==> config.mk <==
export PLATFORM = sky130hd
export DESIGN_NAME = token_prec_engine
export DESIGN_NICKNAME = d
export VERILOG_FILES = /design/src/rtl/token_prec_engine.sv
export SDC_FILE = /design/constraint.sdc
export NUM_CORES = 2
export LEC_CHECK = 0
export BUFFER_PORTS_ARGS = -buffer_cell sky130_fd_sc_hd__buf_4
export CAP_MARGIN = 25
export CORE_AREA = 10 10 408 410
export CTS_CLUSTER_DIAMETER = 80
export DETAILED_ROUTE_END_ITERATION = 7
export DIE_AREA = 0 0 418 420
export PLACE_DENSITY_LB_ADDON = 0.2
export SLEW_MARGIN = 20
export SYNTH_ARGS = -nofsm -noshare
export SYNTH_HDL_FRONTEND = slang
export SYNTH_SLANG_ARGS = --single-unit
export TNS_END_PERCENT = 30
==> constraint.sdc <==
create_clock -name clk -period 3.8 [get_ports clk]
set_input_delay 0.19 -clock clk [delete_from_list [all_inputs] [get_ports clk]]
set_output_delay 0.19 -clock clk [all_outputs]
set_load 0.01 [all_outputs]
==> src/rtl/token_prec_engine.sv <==
`default_nettype none
// ============================================================================
// Module      : token_prec_engine
// Description : Sums per-key-token attention mass over queries/batches and
//               maps each token's mass to a 4-bit precision code.
// Revision    : 1.0
// ============================================================================
module token_prec_engine #(
    parameter int DATA_WIDTH = 16,
    parameter int L          = 8,
    parameter int N          = 1,
    parameter int THR_HI     = 98304,
    parameter int THR_MID    = 32768
) (
    input  logic                         clk,
    input  logic                         rst_n,
    input  logic                         start,
    input  logic [DATA_WIDTH*L*N*L-1:0]  A_in,
    output logic                         done,
    output logic                         busy,
    output logic [3:0]                   token_precision [0:L-1]
);

    localparam int ACC_W = DATA_WIDTH + $clog2(L*N) + 1;
    localparam int ROW_W = (L*N > 1) ? $clog2(L*N) : 1;
    localparam int TOK_W = (L > 1) ? $clog2(L) : 1;

    localparam logic [ACC_W-1:0] THR_HI_W   = ACC_W'(THR_HI);
    localparam logic [ACC_W-1:0] THR_MID_W  = ACC_W'(THR_MID);
    localparam logic [ROW_W-1:0] ROW_LAST   = ROW_W'(L*N-1);
    localparam logic [TOK_W-1:0] TOK_LAST   = TOK_W'(L-1);

    typedef enum logic [1:0] {
        S_IDLE     = 2'd0,
        S_ACCUM    = 2'd1,
        S_CLASSIFY = 2'd2,
        S_DONE     = 2'd3
    } state_t;

    state_t                  state_q, state_d;
    logic [DATA_WIDTH-1:0]   snap_q [0:L*N-1][0:L-1];
    logic [DATA_WIDTH-1:0]   snap_d [0:L*N-1][0:L-1];
    logic [TOK_W-1:0]        tok_q, tok_d;
    logic [ROW_W-1:0]        row_q, row_d;
    logic [ACC_W-1:0]        acc_q, acc_d;
    logic [3:0]              prec_q [0:L-1];
    logic [3:0]              prec_d [0:L-1];
    logic                    done_q, done_d;
    logic                    busy_q, busy_d;

    always_comb begin
        state_d = state_q;
        snap_d  = snap_q;
        tok_d   = tok_q;
        row_d   = row_q;
        acc_d   = acc_q;
        prec_d  = prec_q;
        done_d  = 1'b0;
        busy_d  = busy_q;

        case (state_q)
            S_IDLE: begin
                busy_d = 1'b0;
                if (start) begin
                    // Snapshot row index r folds (query, batch) as r = i*N + n.
                    for (int r = 0; r < L*N; r++) begin
                        for (int t = 0; t < L; t++) begin
                            snap_d[r][t] = A_in[(r*L+t)*DATA_WIDTH +: DATA_WIDTH];
                        end
                    end
                    tok_d   = '0;
                    row_d   = '0;
                    acc_d   = '0;
                    busy_d  = 1'b1;
                    state_d = S_ACCUM;
                end
            end
            S_ACCUM: begin
                acc_d = acc_q + {{(ACC_W-DATA_WIDTH){1'b0}}, snap_q[row_q][tok_q]};
                if (row_q == ROW_LAST) begin
                    state_d = S_CLASSIFY;
                end else begin
                    row_d = row_q + ROW_W'(1);
                end
            end
            S_CLASSIFY: begin
                if (acc_q >= THR_HI_W) begin
                    prec_d[tok_q] = 4'd2;
                end else if (acc_q >= THR_MID_W) begin
                    prec_d[tok_q] = 4'd1;
                end else begin
                    prec_d[tok_q] = 4'd0;
                end
                acc_d = '0;
                row_d = '0;
                if (tok_q == TOK_LAST) begin
                    done_d  = 1'b1;
                    state_d = S_DONE;
                end else begin
                    tok_d   = tok_q + TOK_W'(1);
                    state_d = S_ACCUM;
                end
            end
            default: begin
                busy_d  = 1'b0;
                state_d = S_IDLE;
            end
        endcase
    end

    always_ff @(posedge clk or negedge rst_n) begin
        if (!rst_n) begin
            state_q <= S_IDLE;
            tok_q   <= '0;
            row_q   <= '0;
            acc_q   <= '0;
            done_q  <= 1'b0;
            busy_q  <= 1'b0;
            for (int r = 0; r < L*N; r++) begin
                for (int t = 0; t < L; t++) begin
                    snap_q[r][t] <= '0;
                end
            end
            for (int t = 0; t < L; t++) begin
                prec_q[t] <= 4'd2;
            end
        end else begin
            state_q <= state_d;
            snap_q  <= snap_d;
            tok_q   <= tok_d;
            row_q   <= row_d;
            acc_q   <= acc_d;
            prec_q  <= prec_d;
            done_q  <= done_d;
            busy_q  <= busy_d;
        end
    end

    assign done            = done_q;
    assign busy            = busy_q;
    assign token_precision = prec_q;

endmodule
`default_nettype wire
==> flow_summary.toml <==
[grt]
grt_pass1_wl_um = 296000
grt_use_total = 0.231
grt_pass1_vias = 42121
grt_overflow = 0
grt_max_degree = 94
antenna_found_initial = 87

[place]
gp_congestion = 0.872
place_inst = 6333
hpwl_um = 157000
placed_area_um2 = 62000
io_buffers = 1060
dp_slack_ns = -1.14

[clock_tree]
path_clk_slew_ns = 0.06
cts_made_buffers = 132
clkLatencyLatePin_ns = 0.77
clkSinkCount = 1086
cts_tree = "yes"
htreeDepth = 4
cts.root.buffer_cell = "clkbuf_16"
clockBufferDepth = 3

[detailed_routing]
dr_wl_met3_um = 9320
drt-total-wl_um = 208000
drt-pass1-iter-count = 5
vias = 37381
drc = 0
wl_met2_um = 106000
top_layer = "met5"
drt-wirelength-per-cell_um = 27.0
initialDrtViolationCount = 2005
routed_via_density = 4.86
ant_nets = 0
met1_length_um = 82300

[layout]
areaGrowthSynthToFinish_pct = 59.2
finalNetCount = 6509
drive_gt1_frac = 0.545
final_cells = 7695
fin_area_um2 = 77900
fin_util = 0.494
fillCellCount = 13585

[power_and_ir_drop]
switchingPower_mw = 6.05
p_int_mw = 20.6
clockPowerShare = 0.483
total_power_mw = 26.6
combPwrFrac = 0.083
seq_power_share = 0.434
p_sw_frac = 0.227
power_density_nw_per_um2 = 342
leakagePower_nw = 38.3
peakVddDrop_uv = 433

[job]
max_cap_viol_count = 0

[floorplan]
die_h_um = 420
rows = 146
die-area_um2 = 176000
die_w_um = 418
coreArea_um2 = 158000
io_pins = 1061
start_util = 0.310

[sta]
finalHoldViolCount = 0
fmax_ghz = 0.233
period_share = 1.13
tightest_slew_ns = 0.982
finClkSkew_ns = 0.0287
tns_ns = -4.89
setup_ws_ns = -0.490
setup_viol = 15
maxSlewHeadroom = 0.346
rsz0062_at_grt = "true"
holdWs_ns = 0.0807
finalCriticalPeriod_ns = 4.29
slew_violations = 0

[logic_synthesis]
synth-seq-cells = 1086
seq_area_frac_synth = 0.555
synth_edf_count = 0
syn_area_per_cell_um2 = 15.9
synth_top_family_by_area = "multiplexers"
synth_warnings = 0
synth-xor-area-share = 0.00233
synthAdderAreaFrac = 0.00654
synth.distinct_cells = 52
synthSimpleGateAreaFrac = 0.0157
syn_area_um2 = 49000
synth-async-reset-ratio = 1.00
synthMuxAreaShare = 0.380
netlist_instances = 3073
ys_top_cells_by_area = "dfrtp_1, mux2_2, mux4_2, mux2i_1, clkbuf_1"
synthFlopType = "dfrtp_1"
synth-compound-area-share = 0.0210
synth_area_leader_cell = "dfrtp_1"
yosysTopAreaCellShare = 0.551
synth_nets = 4125

[setup_path]
crit_start = "row_q[0]"
end_kind = "flop"
crit_family = "compound AO/OA/AOI/OAI gates"
path_depth = 15
r2r_cells = 15
worstSetupPathType = "flop to flop"
max_stage_delay_ns = 0.52
crit_top_cell = "buf_12"
startpoint_type = "flop"
cp.buffers_inverters = 4
crit_chain = "buf_12, buf_16, buf_12, mux4_2, mux2i_1, o22ai_1, buf_4, or4_4, fa_2, a21o_1, a221o_1, a2111oi_4, o31ai_2, xor2_1, a22o_1"
crit_slowest_cell = "dfrtp_4"
timing.rr.start = "row_q[0]"
critPathMaxFanout = 7
cp_data_arrival_time_ns = 4.92
worstPathRequired_ns = 4.43

[min_path]
hold_path_class = "input port to flop"
holdPathStages = 5
hp-start = "start"

[status]
status = "complete, but fails checks"
failed_checks = "negative setup slack"
[flip-flops by register name (all words and copies together), names as in the netlist, named ones only]
signal and cells:
snap_q 1024, tok_q 3, token_precision 24, acc_q 20
done 1, row_q 3, busy 1, state_q 2
[power groups by stage]
stage | Sequential, mW | Clock [mW] | Combinational, mW
5_1_grt | 11.6 | 13.7 | 2.34
3_5_place_dp | 11.8 | 0 | 1.27
3_3_place_gp | 11.8 | 0 | 1.27
6_report | 11.6 | 12.9 | 2.21
4_1_cts | 11.6 | 13.2 | 2.23
2_1_floorplan | 11.8 | 0 | 0.0120
[synth_stat cells (4+ instances only)]
cell         n
nand2_1     61
a21o_1       4
o31ai_1      4
inv_1        7
ha_1        24
o22ai_1     54
dfrtp_1   1078
o21ai_1      7
or4_1        8
a21boi_0     5
dfstp_2      8
buf_4        9
and2_1      19
buf_2       35
mux2i_1    122
nor3_1       4
nand3_1     13
xor2_1       7
mux4_2     254
or2_2        6
nand3b_1     4
mux2_2    1034
o21ai_0     49
a21oi_1     24
clkbuf_1   140
buf_1       13
xnor2_1      6
buf_6       10
and3_1       4
nor2_1      22
[per-layer routing]
layer / track usage / up-vias
met5: 0 / -
met4: 0.110 / 34
met3: 0.0470 / 501
met2: 0.397 / 1168
met1: 0.275 / 19268
li1: - / 16410
[area by class of cell]
type	count	area, um2	share of cell area
antenna	67	168	0.00215
clock buffer	192	3860	0.0495
clock inverter	41	529	0.00679
inverter	7	26.3	0.000337
multi-input combinational	1773	21400	0.275
sequential	1086	27200	0.349
tap	2072	2590	0.0333
timing repair buffer	2457	22200	0.284
[worst reg2reg max path, delay by kind of cell (launching register included)]
family | cells | cell delay, ns
muxes | 2 | 0.63
DFF | 1 | 0.52
buffers and inverters | 4 | 0.62
and+or+nand+nor | 1 | 0.51
adders and majority gates | 1 | 0.37
AOI/OAI and AO/OA | 6 | 1.39
xor gates and xnor gates | 1 | 0.15
[layout by cell type (no fill, tap or decap), types with 6 or more instances in the layout]
cell / Yosys / routed
a21oi_1: 24 / 20
and2_1: 19 / 19
buf_12: 0 / 70
buf_16: 0 / 8
buf_4: 9 / 1336
buf_6: 10 / 13
bufinv_16: 0 / 8
clkbuf_1: 140 / 28
clkbuf_16: 0 / 133
clkbuf_8: 0 / 31
clkinv_2: 0 / 18
dfrtp_1: 1078 / 1074
dfstp_2: 8 / 8
diode_2: 0 / 67
dlygate4sd3_1: 0 / 1025
ha_1: 24 / 17
inv_1: 7 / 7
mux2_2: 1034 / 1034
mux2i_1: 122 / 99
mux2i_2: 0 / 9
mux2i_4: 0 / 14
mux4_2: 254 / 254
nand2_1: 61 / 59
nand3_1: 13 / 12
nor2_1: 22 / 18
o21ai_0: 49 / 41
o21ai_1: 7 / 12
o22ai_1: 54 / 39
o22ai_2: 0 / 10
or2_2: 6 / 6
xor2_1: 7 / 7
[final timing paths]
kind                                to  slack, ns
max reg2reg                  acc_q[14]      -0.49
min                           tok_q[0]       0.08
max in group asynchronous  snap_q[867]       2.44
max                          acc_q[14]      -0.49
min in group asynchronous   snap_q[99]       0.15
min reg2reg                       flop       0.48
[timing repair]
action,in CTS,in global routing
setup endpoints to repair,15,16
gates resized for setup,105,30
hold buffers,1025,0
hold endpoints to repair,1073,0
cloned,6,0
setup buffers,24,8
pin swaps,17,21
[logic make-up after synthesis]
group / Yosys count
AOI/OAI and AO/OA: 169
xor gates and xnor gates: 13
adders and majority gates: 25
buffers and inverters: 214
DFF: 1086
muxes: 1410
and+or+nand+nor: 156
Note: power is estimated with default switching activity, not from simulation.
